$ cat src/rtl/msc_pkg.sv
// Shared definitions for the multi-port cache/prefetch controller:
// control and status bit positions, the command type and the address-width helper.
package msc_pkg;

  localparam int unsigned CTRL_RESET    = 0;
  localparam int unsigned CTRL_FLUSH    = 1;
  localparam int unsigned CTRL_PREFETCH = 2;
  localparam int unsigned CTRL_ENABLE   = 3;

  localparam int unsigned STAT_ENABLE   = 0;
  localparam int unsigned STAT_ACTIVE   = 1;
  localparam int unsigned STAT_PEND_RST = 2;
  localparam int unsigned STAT_PEND_FL  = 3;
  localparam int unsigned STAT_PEND_PF  = 4;
  localparam int unsigned STAT_W        = 5;

  typedef enum logic [1:0] {
    CMD_NONE,
    CMD_RESET,
    CMD_FLUSH,
    CMD_PREFETCH
  } cmd_e;

  function automatic int addr_w(input int n);
    return (n < 2) ? 1 : $clog2(2 * n);
  endfunction

endpackage

$ cat src/rtl/msc_multi_if.sv
// Register bus and per-port command/handshake signals of msc_multi.
interface msc_multi_if
  import msc_pkg::*;
#(
  parameter int NUM_PORTS = 4,
  parameter int PAGE_W    = 8,
  parameter int DATA_W    = 16
);
  localparam int ADDR_W = addr_w(NUM_PORTS);

  logic                        wren;
  logic [ADDR_W-1:0]           A;
  logic [DATA_W-1:0]           data;
  logic [DATA_W-1:0]           rdata;
  logic [NUM_PORTS*PAGE_W-1:0] page;
  logic [NUM_PORTS-1:0]        port_reset;
  logic [NUM_PORTS-1:0]        port_flush;
  logic [NUM_PORTS-1:0]        port_prefetch;
  logic [NUM_PORTS-1:0]        port_req;
  logic [NUM_PORTS-1:0]        port_ready;

  modport master (
    output wren, A, data, port_req, port_ready,
    input  rdata, page, port_reset, port_flush, port_prefetch
  );

  modport slave (
    input  wren, A, data, port_req, port_ready,
    output rdata, page, port_reset, port_flush, port_prefetch
  );
endinterface

$ cat src/rtl/msc_port_ctrl.sv
// One port: enable/page registers, pending command flags, active tracking and
// prioritised strobe issue. Status output exists only with MSC_STATUS_READ_EN.
module msc_port_ctrl
  import msc_pkg::*;
#(
  parameter int PAGE_W = 8,
  parameter int DATA_W = 16
) (
  input  logic              clk,
  input  logic              rst,
  input  logic              ctrl_we_i,
  input  logic              page_we_i,
  input  logic [DATA_W-1:0] data_i,
  input  logic              req_i,
  input  logic              ready_i,
  output logic [PAGE_W-1:0] page_o,
  output logic              reset_o,
  output logic              flush_o,
  output logic              prefetch_o
`ifdef MSC_STATUS_READ_EN
  ,
  output logic [STAT_W-1:0] status_o
`endif
);

  logic              enable_q, enable_d;
  logic [PAGE_W-1:0] page_q, page_d;
  logic              active_q, active_d;
  logic              prev_req_q, prev_ready_q;
  logic              pend_rst_q, pend_rst_d;
  logic              pend_fl_q, pend_fl_d;
  logic              pend_pf_q, pend_pf_d;

  logic rise_req, fall_rdy, idle, cmd_ok;
  cmd_e issue;
  logic unused_data;

  assign unused_data = ^data_i;

  always_comb begin
    rise_req = req_i & ~prev_req_q;
    fall_rdy = ~ready_i & prev_ready_q;
    idle     = ~(active_q | req_i) | fall_rdy;
    cmd_ok   = ctrl_we_i & enable_q;

    issue = CMD_NONE;
    if (idle) begin
      if (pend_rst_q)     issue = CMD_RESET;
      else if (pend_fl_q) issue = CMD_FLUSH;
      else if (pend_pf_q) issue = CMD_PREFETCH;
    end

    enable_d = ctrl_we_i ? data_i[CTRL_ENABLE] : enable_q;
    page_d   = (page_we_i & enable_q) ? data_i[PAGE_W-1:0] : page_q;
    active_d = fall_rdy ? 1'b0 : (rise_req ? 1'b1 : active_q);

    // A new write setting a flag overrides its clear by issue in the same cycle.
    pend_rst_d = (cmd_ok & data_i[CTRL_RESET]) | (pend_rst_q & (issue != CMD_RESET));
    pend_fl_d  = (cmd_ok & data_i[CTRL_FLUSH]) |
                 (pend_fl_q & (issue != CMD_FLUSH) & (issue != CMD_RESET));
    pend_pf_d  = (cmd_ok & data_i[CTRL_PREFETCH]) |
                 (pend_pf_q & (issue != CMD_PREFETCH) & (issue != CMD_RESET));
  end

  always_ff @(posedge clk) begin
    if (rst) begin
      enable_q     <= 1'b0;
      page_q       <= '0;
      active_q     <= 1'b0;
      prev_req_q   <= 1'b0;
      prev_ready_q <= 1'b1;
      pend_rst_q   <= 1'b1;
      pend_fl_q    <= 1'b0;
      pend_pf_q    <= 1'b0;
    end else begin
      enable_q     <= enable_d;
      page_q       <= page_d;
      active_q     <= active_d;
      prev_req_q   <= req_i;
      prev_ready_q <= ready_i;
      pend_rst_q   <= pend_rst_d;
      pend_fl_q    <= pend_fl_d;
      pend_pf_q    <= pend_pf_d;
    end
  end

  assign page_o     = page_q;
  assign reset_o    = rst | (issue == CMD_RESET);
  assign flush_o    = (issue == CMD_FLUSH);
  assign prefetch_o = (issue == CMD_PREFETCH);

`ifdef MSC_STATUS_READ_EN
  always_comb begin
    status_o                = '0;
    status_o[STAT_ENABLE]   = enable_q;
    status_o[STAT_ACTIVE]   = active_q;
    status_o[STAT_PEND_RST] = pend_rst_q;
    status_o[STAT_PEND_FL]  = pend_fl_q;
    status_o[STAT_PEND_PF]  = pend_pf_q;
  end
`endif

endmodule

$ cat src/rtl/msc_multi.sv
// Multi-port cache/prefetch command controller: address decode, per-port
// instances and optional status readback (macro MSC_STATUS_READ_EN).
module msc_multi
  import msc_pkg::*;
#(
  parameter int NUM_PORTS = 4,
  parameter int PAGE_W    = 8,
  parameter int DATA_W    = 16
) (
  input  logic        clk,
  input  logic        rst,
  msc_multi_if.slave  bus
);
  localparam int ADDR_W = addr_w(NUM_PORTS);

  logic [PAGE_W-1:0] page_a  [NUM_PORTS];
  logic              rst_a   [NUM_PORTS];
  logic              fl_a    [NUM_PORTS];
  logic              pf_a    [NUM_PORTS];
`ifdef MSC_STATUS_READ_EN
  logic [STAT_W-1:0] status_a [NUM_PORTS];
`endif

  for (genvar i = 0; i < NUM_PORTS; i++) begin : g_port
    msc_port_ctrl #(
      .PAGE_W (PAGE_W),
      .DATA_W (DATA_W)
    ) u_port (
      .clk        (clk),
      .rst        (rst),
      .ctrl_we_i  (bus.wren & (bus.A == ADDR_W'(2 * i))),
      .page_we_i  (bus.wren & (bus.A == ADDR_W'(2 * i + 1))),
      .data_i     (bus.data),
      .req_i      (bus.port_req[i]),
      .ready_i    (bus.port_ready[i]),
      .page_o     (page_a[i]),
      .reset_o    (rst_a[i]),
      .flush_o    (fl_a[i]),
      .prefetch_o (pf_a[i])
`ifdef MSC_STATUS_READ_EN
      ,
      .status_o   (status_a[i])
`endif
    );
  end

  always_comb begin
    bus.page          = '0;
    bus.port_reset    = '0;
    bus.port_flush    = '0;
    bus.port_prefetch = '0;
    for (int unsigned p = 0; p < NUM_PORTS; p++) begin
      bus.page[p*PAGE_W +: PAGE_W] = page_a[p];
      bus.port_reset[p]            = rst_a[p];
      bus.port_flush[p]            = fl_a[p];
      bus.port_prefetch[p]         = pf_a[p];
    end
  end

`ifdef MSC_STATUS_READ_EN
  always_comb begin
    bus.rdata = '0;
    for (int unsigned p = 0; p < NUM_PORTS; p++) begin
      if (bus.A == ADDR_W'(2 * p))          bus.rdata = DATA_W'(status_a[p]);
      else if (bus.A == ADDR_W'(2 * p + 1)) bus.rdata = DATA_W'(page_a[p]);
    end
  end
`else
  assign bus.rdata = '0;
`endif

endmodule

$ cat src/flat_wrapper.sv
// flat-port wrapper written by rule: the top's interface ports become plain ports
module msc_multi_flat import msc_pkg::*;
#(
  parameter int NUM_PORTS = 4,
  parameter int PAGE_W    = 8,
  parameter int DATA_W    = 16
)
  (clk, rst, bus_wren, bus_A, bus_data, bus_port_req, bus_port_ready, bus_rdata, bus_page, bus_port_reset, bus_port_flush, bus_port_prefetch);
  msc_multi_if #(.NUM_PORTS(NUM_PORTS), .PAGE_W(PAGE_W), .DATA_W(DATA_W)) bus_i ();
  input  logic clk;
  input  logic rst;
  input wire logic [$bits(bus_i.wren)-1:0] bus_wren;
  input wire logic [$bits(bus_i.A)-1:0] bus_A;
  input wire logic [$bits(bus_i.data)-1:0] bus_data;
  input wire logic [$bits(bus_i.port_req)-1:0] bus_port_req;
  input wire logic [$bits(bus_i.port_ready)-1:0] bus_port_ready;
  output wire logic [$bits(bus_i.rdata)-1:0] bus_rdata;
  output wire logic [$bits(bus_i.page)-1:0] bus_page;
  output wire logic [$bits(bus_i.port_reset)-1:0] bus_port_reset;
  output wire logic [$bits(bus_i.port_flush)-1:0] bus_port_flush;
  output wire logic [$bits(bus_i.port_prefetch)-1:0] bus_port_prefetch;
  assign bus_i.wren = bus_wren;
  assign bus_i.A = bus_A;
  assign bus_i.data = bus_data;
  assign bus_i.port_req = bus_port_req;
  assign bus_i.port_ready = bus_port_ready;
  assign bus_rdata = bus_i.rdata;
  assign bus_page = bus_i.page;
  assign bus_port_reset = bus_i.port_reset;
  assign bus_port_flush = bus_i.port_flush;
  assign bus_port_prefetch = bus_i.port_prefetch;
  msc_multi #(.NUM_PORTS(NUM_PORTS), .PAGE_W(PAGE_W), .DATA_W(DATA_W)) u_core (.clk(clk), .rst(rst), .bus(bus_i));
endmodule
$ cat config.mk
export PLATFORM = sky130hd
export DESIGN_NAME = msc_multi_flat
export DESIGN_NICKNAME = d
export VERILOG_FILES = /design/src/rtl/msc_pkg.sv /design/src/rtl/msc_multi_if.sv /design/src/rtl/msc_port_ctrl.sv /design/src/rtl/msc_multi.sv /design/src/flat_wrapper.sv
export SDC_FILE = /design/constraint.sdc
export NUM_CORES = 1
export LEC_CHECK = 0
export CAP_MARGIN = 5
export CORE_MARGIN = 2
export CORE_UTILIZATION = 25
export DETAILED_ROUTE_END_ITERATION = 12
export PLACE_DENSITY = 0.54
export SYNTH_ARGS = -nofsm -noshare
export SYNTH_HDL_FRONTEND = slang
export SYNTH_SLANG_ARGS = --single-unit
export TNS_END_PERCENT = 20
$ cat constraint.sdc
create_clock -name clk -period 2.13 [get_ports clk]
set_input_delay 0.5325 -clock clk [delete_from_list [all_inputs] [get_ports clk]]
set_output_delay 0.5325 -clock clk [all_outputs]
set_load 0.01 [all_outputs]
==> summary.md, run 1 <==
| Metric | Value |
|---|---|
| Run status | finished, final reports clean |
| Post-synthesis instance area | 2600 sq um |
| Ant diodes | 0 |
| Average vias per placed instance | 4.36 |
| Hold Path Stages | 2 |
| Residual overflow from global routing | 0 |
| Ys async rst share | 0 |
| Final hold violation count | 0 |
| Sink Count | 60 |
| Final Max Tran Viols | 0 |
| Share of the cycle needed by the critical path after routing | 0.977 |
| DPL Wire Length | 4770 um |
| Register Area | 1200 sq um |
| Setup slack of the worst register-to-register path | 0.84 ns |
| Type of element launching the critical path | input pin |
| Portion of the post-synthesis area used by sequential elements | 0.461 |
| Area taken by multi-input logic gates | 1250 sq um |
| Post-layout minimum cycle time | 2.08 ns |
| Hold Buf Count CTS | 0 |
| Cell count after synthesis | 272 |
| Switching portion of total power | 0.240 |
| Maxcap violations | 0 |
| Clock skew | 0.00631 ns |
| Critical path required time | 1.60 ns |
| Number of global-route vias before repair | 2,094 |
| Reg-to-Reg Start | u_core.g_port[1].u_port.active_q |
| Worst Setup End Kind | primary output |
| Net Switching | 577 uW |
| Remaining max-slew budget at the tightest pin | 0.655 |
| Cell Int Power | 1830 uW |
| Maximum fanout along the worst path | 2 |
| Chip Width | 106 um |
| Part of the total power dissipated in the clock network | 0.415 |
| Pin count of the biggest net entering global routing | 40 |
| Part of the power in combinational logic | 0.103 |
| Sum Neg Setup Slack | 0 ns |
| Synthesis-to-layout area growth | 41.4% |
| Max Freq | 481 MHz |
| Number of unique standard cell types used by synthesis | 41 |
| Final standard cell area without fillers | 3680 sq um |
| Number of enable flip-flop cells after synthesis | 0 |
| Num ports | 90 |
| Worst Hold Endpoint | u_core.g_port[0].u_port.prev_ready_q |
| Data arrival time at the worst-slack endpoint | 1.55 ns |
| Kind of critical path | input pin to primary output |
| Leading register cell type out of synthesis | sky130_fd_sc_hd__dfxtp_1 |
| Residual DRC count | 0 |
| Syn avg cell area | 9.57 sq um |
| Most common library cell in the layout ignoring fill and taps | sky130_fd_sc_hd__dfxtp_1 |
| Post-placement cell area | 3440 sq um |
| Clock network latency to the later pin of the worst-skew pair | 0.33 ns |
| Commonest cells after routing, fill and taps aside | 60 x sky130_fd_sc_hd__dfxtp_1, 45 x sky130_fd_sc_hd__clkdlybuf4s50_1, 25 x sky130_fd_sc_hd__buf_4 |
| Sequential share of power | 0.483 |
| TritonCTS clock tree | yes |
| Number of antenna violations at the first check in global routing | 0 |
| Clock transition time at the flip-flop clock pins of the worst setup and hold paths | 0.06 ns |
| Fill cell total of the finished layout | 1,050 |
| Total vias in the final route | 2,135 |
| Least-Margin Pin Slew | 0.517 ns |
| Total Wirelength | 6520 um |
| Pre-Repair DR Iteration Count | 4 |
| Num CTS Buffers | 9 |
| Final layout net count | 380 |
| DRT iter0 DRCs | 59 |
| Cell at the root of the clock tree | sky130_fd_sc_hd__clkbuf_8 |
| Vertical extent of the die | 106 um |
| Class of the worst hold path | input pin to flop |
| Share of layout cells above drive strength 1 | 0.268 |
| Global router's overall resource usage | 0.120 |
| # H-tree levels | 3 |
| Hold Path Origin | bus_port_ready[0] |
| FP Rows | 37 |
| First-pass GRT wire length | 10,400 um |
| Worst R2R Path Depth | 4 |
| Number of buffers between clock root and the deepest sink | 2 |
| Starting density of the core | 0.254 |
| IR Drop Worst-Case VDD | 248 uV |
| Core Footprint | 10,200 sq um |
| Wirelength per Cell | 13.3 um |
| Number of routed nets with antenna violations | 0 |
| Leakage component of the power | 0.00150 uW |
| Reg-to-reg endpoint | u_core.g_port[1].u_port.pend_rst_q |
| Total setup violations reported at the end of the flow | 0 |
| Power per standard cell area | 653 nW/um^2 |
| Die area | 11,200 sq um |
| Seq cells post-synth | 60 |
| Yosys warning total | 0 |
| Port Buf Inserts | 65 |
| Gpl congestion | 0.763 |
-- area by class of cell --
class / count / share of cell area
clock inverter: 5 / 0.0143
multi-input combinational: 182 / 0.341
timing repair buffer: 92 / 0.230
clock buffer: 10 / 0.0374
sequential: 60 / 0.326
inverter: 5 / 0.00510
tap: 136 / 0.0462
-- sequential cells by signal (all words and copies together), names as in the netlist --
name	count
u_core.g_port.u_port.active_q	4
u_core.g_port.u_port.pend_rst_q	4
u_core.g_port.u_port.page_o	32
u_core.g_port.u_port.pend_fl_q	4
u_core.g_port.u_port.pend_pf_q	4
u_core.g_port.u_port.enable_q	4
u_core.g_port.u_port.prev_req_q	4
u_core.g_port.u_port.prev_ready_q	4
-- power by group through the flow --
stage / logic [uW] / clock network, uW / registers, uW
after floorplan: 141 / 0 / 1180
after global placement: 239 / 0 / 1180
after detailed placement: 242 / 0 / 1180
after CTS: 245 / 1030 / 1160
after global routing: 271 / 1080 / 1160
final: 248 / 997 / 1160
-- cells in the mapped netlist, types with 4 or more instances --
| master | number | area, sq um |
|---|---|---|
| sky130_fd_sc_hd__nor3_1 | 23 | 115 |
| sky130_fd_sc_hd__mux2i_1 | 17 | 170 |
| sky130_fd_sc_hd__or2_2 | 8 | 50.1 |
| sky130_fd_sc_hd__nand2b_1 | 11 | 68.8 |
| sky130_fd_sc_hd__buf_4 | 29 | 218 |
| sky130_fd_sc_hd__a21o_1 | 4 | 30.0 |
| sky130_fd_sc_hd__nand2_1 | 22 | 82.6 |
| sky130_fd_sc_hd__a31o_2 | 16 | 140 |
| sky130_fd_sc_hd__clkbuf_1 | 5 | 18.8 |
| sky130_fd_sc_hd__buf_2 | 4 | 20.0 |
| sky130_fd_sc_hd__dfxtp_1 | 60 | 1200 |
| sky130_fd_sc_hd__nor2_1 | 7 | 26.3 |
| sky130_fd_sc_hd__inv_1 | 5 | 18.8 |
| sky130_fd_sc_hd__nor4b_1 | 4 | 35.0 |
| sky130_fd_sc_hd__nor2b_1 | 14 | 87.6 |
| sky130_fd_sc_hd__a32o_1 | 5 | 50.1 |
-- layer usage --
metal / vias up / GRT usage / part of all wire
met5: - / 0 / 0
li1: 1068 / - / -
met3: 9 / 0.0258 / 0.046
met1: 1003 / 0.148 / 0.47
met4: 0 / 0.0564 / 0.017
met2: 55 / 0.198 / 0.47
-- how the worst max path moves through the flow --
| stage | startpoint | end | slack (ns) | cells past startpoint |
|---|---|---|---|---|
| after floorplan | bus_port_req[1] | bus_port_prefetch[1] | 0.21 | 4 |
| after global placement | bus_port_req[1] | bus_port_prefetch[1] | -0.64 | 5 |
| after detailed placement | bus_port_req[1] | bus_port_prefetch[1] | -0.66 | 5 |
| after CTS | bus_port_ready[0] | bus_port_prefetch[0] | -0.02 | 5 |
| after global routing | bus_port_req[0] | bus_port_prefetch[0] | -0.02 | 5 |
| final | bus_port_req[0] | bus_port_prefetch[0] | 0.05 | 5 |
-- what timing repair did --
item                       CTS  global route
pin swaps                    2             3
setup endpoints to repair   12             7
resized for setup           55            14
buffers inserted             0             0
-- worst max-delay path, stage by stage --
cell and delay, ns:
sky130_fd_sc_hd__dlygate4sd2_1 0.24, sky130_fd_sc_hd__or2_4 0.23, sky130_fd_sc_hd__and2_4 0.15, sky130_fd_sc_hd__nor4_4 0.24, sky130_fd_sc_hd__buf_2 0.16
-- per-stage QoR --
stage               hold WS, ns  std cells  utilization  total power, uW  worst slack [ns]
floorplan                 0.433        287            -             1320             0.211
global placement          0.448        475        0.336             1420            -0.637
detailed placement        0.451        475        0.336             1420            -0.657
CTS                       0.462        490        0.356             2430           -0.0178
global route              0.450        490        0.360             2510           -0.0209
finish                    0.428        490        0.360             2410            0.0493
-- logic make-up (layout without fill, tap and decap cells) --
| logic type | Yosys count | in the layout | share of synthesized area |
|---|---|---|---|
| flip-flops | 60 | 60 | 0.461 |
| AO/OA/AOI/OAI | 41 | 41 | 0.130 |
| multiplexers | 17 | 17 | 0.0654 |
| AND/OR/NAND/NOR | 108 | 108 | 0.230 |
| buffers and inverters | 45 | 112 | 0.111 |
| other | 1 | 16 | 0.00144 |
(Power assumes the default switching activity.)
==> run 2: changes to the inputs <==
Settings changed: CORE_MARGIN 2 to 4.
==> run 2 against run 1 <==
- final cell count increased by 0.20%
- maximum frequency rose by 0.13%
- power shrank 5.0%
- worst hold slack better by 0.034 ns
==> summary.md, run 2 (same netlist as run 1, synthesis figures left out) <==
| Metric | Value |
|---|---|
| Synthesis-to-layout area growth | 39.5% |
| Worst setup startpoint | bus_port_req[1] |
| Cell at the root of the clock tree | sky130_fd_sc_hd__clkbuf_8 |
| Max Freq | 481 MHz |
| Num ports | 90 |
| Post-layout minimum cycle time | 2.08 ns |
| Cell Int Power | 1710 uW |
| Run status | finished, final reports clean |
| Hold Buf Count CTS | 0 |
| Final Max Tran Viols | 0 |
| Post-placement cell area | 3460 sq um |
| Critical path, cell by cell | dlygate4sd2_1, or2_4, and2_4, nor4b_4, buf_2 |
| Sequential share of power | 0.507 |
| Worst Setup End Kind | primary output |
| # H-tree levels | 3 |
| Commonest cells after routing, fill and taps aside | 60 x sky130_fd_sc_hd__dfxtp_1, 45 x sky130_fd_sc_hd__clkdlybuf4s50_1, 28 x sky130_fd_sc_hd__buf_4 |
| Residual DRC count | 0 |
| Class of the worst hold path | flop to flop |
| Total Wirelength | 6750 um |
| Total chip power | 2290 uW |
| Power per standard cell area | 629 nW/um^2 |
| Wirelength per Cell | 13.7 um |
| Average vias per placed instance | 4.34 |
| DRT iter0 DRCs | 54 |
| Ant diodes | 0 |
| Residual overflow from global routing | 0 |
| Port Buf Inserts | 65 |
| CP Buf/Inv Count | 2 |
| Final critical-path setup slack | 0.0520 ns |
| Pin count of the biggest net entering global routing | 30 |
| Sink Count | 60 |
| Clock transition time at the flip-flop clock pins of the worst setup and hold paths | 0.07 ns |
| Total setup violations reported at the end of the flow | 0 |
| Number of buffers between clock root and the deepest sink | 2 |
| Final standard cell area without fillers | 3630 sq um |
| Number of global-route vias before repair | 2,112 |
| Maxcap violations | 0 |
| Chip Width | 110 um |
| Clock network latency to the later pin of the worst-skew pair | 0.33 ns |
| Pre-Repair DR Iteration Count | 4 |
| Maximum fanout along the worst path | 3 |
| Flip-flop count of the largest register, all copies and words added | 32 |
| IR Drop Worst-Case VDD | 229 uV |
| Total vias in the final route | 2,132 |
| Crit-path slowest cell | sky130_fd_sc_hd__dlygate4sd2_1 |
| Part of the power in combinational logic | 0.109 |
| Number of buffers added for setup after CTS | 0 |
| Switching portion of total power | 0.251 |
| Most common library cell in the layout ignoring fill and taps | sky130_fd_sc_hd__dfxtp_1 |
| Reg-to-Reg Start | u_core.g_port[1].u_port.active_q |
| Sum Neg Setup Slack | 0 ns |
| Final hold violation count | 0 |
| First-pass GRT wire length | 10,900 um |
| DPL Wire Length | 5130 um |
| Share of the cycle needed by the critical path after routing | 0.976 |
| Critical path required time | 1.60 ns |
| FP Rows | 36 |
| Worst path max stage delay | 0.24 ns |
| Final layout net count | 383 |
| Data arrival time at the worst-slack endpoint | 1.55 ns |
| Net Switching | 575 uW |
| Global router's overall resource usage | 0.117 |
| Leakage component of the power | 0.00150 uW |
| Core Footprint | 9950 sq um |
| Share of layout cells above drive strength 1 | 0.274 |
| Register Area | 1200 sq um |
| Post-placement worst setup slack | -0.673 ns |
| TritonCTS clock tree | yes |
| Area taken by multi-input logic gates | 1240 sq um |
| Fill cell total of the finished layout | 1,016 |
| Post-route core utilization | 0.365 |
| Vertical extent of the die | 110 um |
| Starting density of the core | 0.262 |
| Number of routed nets with antenna violations | 0 |
| Type of element launching the critical path | input pin |
| Die area | 12,100 sq um |
| Kind of critical path | input pin to primary output |
| Part of the total power dissipated in the clock network | 0.384 |
| Largest delay contributor family on the critical path | simple AND/OR/NAND/NOR gates |
| Clock skew | 0.00729 ns |
| Gpl congestion | 0.725 |
| Hold Path Origin | u_core.g_port[1].u_port.page_o[2] |
| Number of antenna violations at the first check in global routing | 0 |
| Num CTS Buffers | 9 |
-- run 2: changes by cell type in the layout (fill, tap and decap cells not counted), moves of 2 or more --
cell                              change
sky130_fd_sc_hd__buf_2                +6
sky130_fd_sc_hd__buf_4                +3
sky130_fd_sc_hd__clkbuf_2             -2
sky130_fd_sc_hd__clkdlybuf4s15_1      -2
sky130_fd_sc_hd__clkdlybuf4s15_2      -3
sky130_fd_sc_hd__clkinv_2             +3
sky130_fd_sc_hd__dlygate4sd2_1        +2
-- run 2: layout make-up --
class	instances	area share
Clock buffer	10	0.0379
Inverter	5	0.00517
Multi-Input combinational cell	182	0.341
Clock inverter	6	0.00827
Tap cell	133	0.0458
Sequential cell	60	0.331
Timing Repair Buffer	95	0.231
-- run 2: stage by stage --
| stage | hold WS, ns | std cells |
|---|---|---|
| floorplan | 0.433 | 287 |
| global placement | 0.449 | 475 |
| detailed placement | 0.452 | 475 |
| CTS | 0.463 | 491 |
| global route | 0.482 | 491 |
| finish | 0.462 | 491 |
-- run 2: power groups by stage --
stage                     logic (uW)  registers (uW)  clock network, uW
after floorplan                  141            1180                  0
after global placement           244            1180                  0
after detailed placement         247            1180                  0
after CTS                        249            1160                920
after global routing             274            1160                965
final                            248            1160                877
-- run 2: path summary, 6_finish.rpt --
path	endpoint	slack [ns]	depth (start not counted)
worst min-delay path	u_core.g_port[1].u_port.page_o[2]	0.46	2
worst max register to register	u_core.g_port[1].u_port.pend_rst_q	0.83	4
worst max-delay path	bus_port_prefetch[1]	0.05	5
worst min register to register	u_core.g_port[1].u_port.page_o[2]	0.46	2
-- run 2: worst register-to-register path: stages (launching register included) --
cell and delay, ns:
sky130_fd_sc_hd__dfxtp_1 0.31, sky130_fd_sc_hd__or2_4 0.25, sky130_fd_sc_hd__and2_4 0.17, sky130_fd_sc_hd__buf_4 0.14, sky130_fd_sc_hd__a221o_1 0.32
-- run 2: timing repair --
action | 4_1_cts | 5_1_grt
resized for setup | 71 | 1
pin swaps | 2 | 1
setup endpoints to repair | 12 | 1
-- run 2: routing by layer --
metal,track usage,wire (um),part of all wire
met1,0.148,3100,0.46
met2,0.186,3090,0.46
met3,0.0431,484,0.072
met4,0.0321,72,0.011
met5,0,0,0
==> run 3: changes to the inputs <==
Settings changed: CORE_UTILIZATION 25 to 40, CTS_BUF_LIST set to sky130_fd_sc_hd__clkbuf_4 sky130_fd_sc_hd__clkbuf_8, PLACE_DENSITY 0.54 to 0.77.
==> run 3 against run 2 <==
- combinational power decreased by 4%
- register-to-register slack better by 0.02 ns
- final cell count fell by 12%
- global-route usage increased by 4.5 points
- count of clock-buffer cells in the layout grew 2
- largest power group unchanged
- design area is 2.0% lower
- power increased by 8.0%
- worst hold slack barely moved
- clock skew shrank 0.0017 ns
- sequential power hardly changed
- first-iteration DRC count rose by 76%
==> summary.md, run 3 (same netlist as run 1, synthesis figures left out) <==
| Metric | Value |
|---|---|
| Share of the cycle needed by the critical path after routing | 0.963 |
| Chip Width | 88.7 um |
| Data arrival time at the worst-slack endpoint | 1.52 ns |
| IR Drop Worst-Case VDD | 573 uV |
| Port Buf Inserts | 65 |
| Maximum fanout along the worst path | 2 |
| Pin count of the biggest net entering global routing | 34 |
| Power per standard cell area | 693 nW/um^2 |
| Placed cell count | 416 |
| Clock transition time at the flip-flop clock pins of the worst setup and hold paths | 0.07 ns |
| Gpl congestion | 0.770 |
| Commonest cells after routing, fill and taps aside | 60 x sky130_fd_sc_hd__dfxtp_1, 45 x sky130_fd_sc_hd__clkdlybuf4s50_1, 25 x sky130_fd_sc_hd__buf_4 |
| Wirelength per Cell | 14.1 um |
| Vertical extent of the die | 88.7 um |
| Ant diodes | 0 |
| Critical path required time | 1.60 ns |
| First-pass GRT wire length | 9760 um |
| FP Rows | 29 |
| Hold Buf Count CTS | 0 |
| # H-tree levels | 3 |
| Number of buffers between clock root and the deepest sink | 2 |
| Num ports | 90 |
| Residual overflow from global routing | 0 |
| Number of routed nets with antenna violations | 0 |
| Final hold violation count | 0 |
| Sink Count | 60 |
| Number of antenna violations at the first check in global routing | 0 |
| Die area | 7860 sq um |
| Leakage component of the power | 0.00149 uW |
| Clock skew | 0.00554 ns |
| Run status | finished, final reports clean |
| Total setup violations reported at the end of the flow | 0 |
| Pre-Repair DR Iteration Count | 4 |
| DPL Wire Length | 4560 um |
| Final Max Tran Viols | 0 |
| Number of global-route vias before repair | 2,107 |
| Worst hold margin | 0.461 ns |
| Detailed-routing wirelength on met1 | 2800 um |
| Clock network latency to the later pin of the worst-skew pair | 0.33 ns |
| Routed length on met3 | 368 um |
| Class of the worst hold path | flop to flop |
| DRT iter0 DRCs | 95 |
| Filler-free cell count of the finished design | 431 |
| Most common library cell in the layout ignoring fill and taps | sky130_fd_sc_hd__dfxtp_1 |
| Top Metal Used | met4 |
| Kind of critical path | input pin to primary output |
| Type of element launching the critical path | input pin |
| Num CTS Buffers | 9 |
| Total Wirelength | 6070 um |
| Core Footprint | 6350 sq um |
| Cell at the root of the clock tree | sky130_fd_sc_hd__clkbuf_8 |
| Residual DRC count | 0 |
| Starting density of the core | 0.410 |
| Share of layout cells above drive strength 1 | 0.260 |
| Average vias per placed instance | 5.04 |
| Maxcap violations | 0 |
| Post-layout minimum cycle time | 2.05 ns |
| Flip-flop count of the largest register, all copies and words added | 32 |
| TritonCTS clock tree | yes |
| Synthesis-to-layout area growth | 36.8% |
| Final layout net count | 380 |
| Max Freq | 488 MHz |
| Total vias in the final route | 2,173 |
| Wire length on met2 | 2760 um |
| Worst Setup End Kind | primary output |
| Global router's overall resource usage | 0.161 |
-- run 3: per-layer routing --
| metal | up-vias | global-route usage |
|---|---|---|
| li1 | 1076 | - |
| met1 | 1019 | 0.207 |
| met2 | 64 | 0.251 |
| met3 | 14 | 0.0363 |
| met4 | 0 | 0.0879 |
| met5 | - | 0 |
-- run 3: through the flow --
step                worst slack [ns]  TNS [ns]   util  instance area (sq um)  power [uW]
CTS                          -0.0684   -0.0889  0.558                   3540        2490
floorplan                      0.211         0      -                   2660        1320
finish                        0.0792         0  0.561                   3560        2470
detailed placement            -0.653     -5.92  0.530                   3360        1420
global placement              -0.629     -5.90  0.530                   3360        1420
global route                -0.00476  -0.00476  0.561                   3560        2550
-- run 3: report_power, final --
group / switching, uW / internal [uW]
Clock: 441 / 629
Sequential: 15.7 / 1140
Combinational: 117 / 122
-- run 3: critical path, cell delays in order --
cell,delay [ns]
sky130_fd_sc_hd__dlygate4sd2_1,0.24
sky130_fd_sc_hd__or2_4,0.23
sky130_fd_sc_hd__and2_4,0.14
sky130_fd_sc_hd__nor4_2,0.22
sky130_fd_sc_hd__buf_2,0.16
-- run 3: what timing repair did --
action                     CTS  global route
setup endpoints to repair   12             5
setup buffers                0             0
pin swaps                    3             1
gates resized for setup     69             3
-- run 3: final cells by class --
type	instances	area, sq um
inverter	5	18.8
sequential	60	1200
multi-input combinational	182	1220
clock inverter	3	45.0
fill	571	2790
tap	77	96.3
clock buffer	12	165
timing repair buffer	92	812
-- run 3: path summary, 6_finish.rpt --
path | cells after the start | end | start | slack [ns]
worst max-delay path | 5 | bus_port_prefetch[0] | bus_port_req[0] | 0.08
worst min-delay path | 2 | u_core.g_port[1].u_port.page_o[0] | u_core.g_port[1].u_port.page_o[0] | 0.46
worst max register to register | 4 | u_core.g_port[1].u_port.pend_rst_q | u_core.g_port[1].u_port.active_q | 0.85
worst min register to register | 2 | u_core.g_port[1].u_port.page_o[0] | u_core.g_port[1].u_port.page_o[0] | 0.46
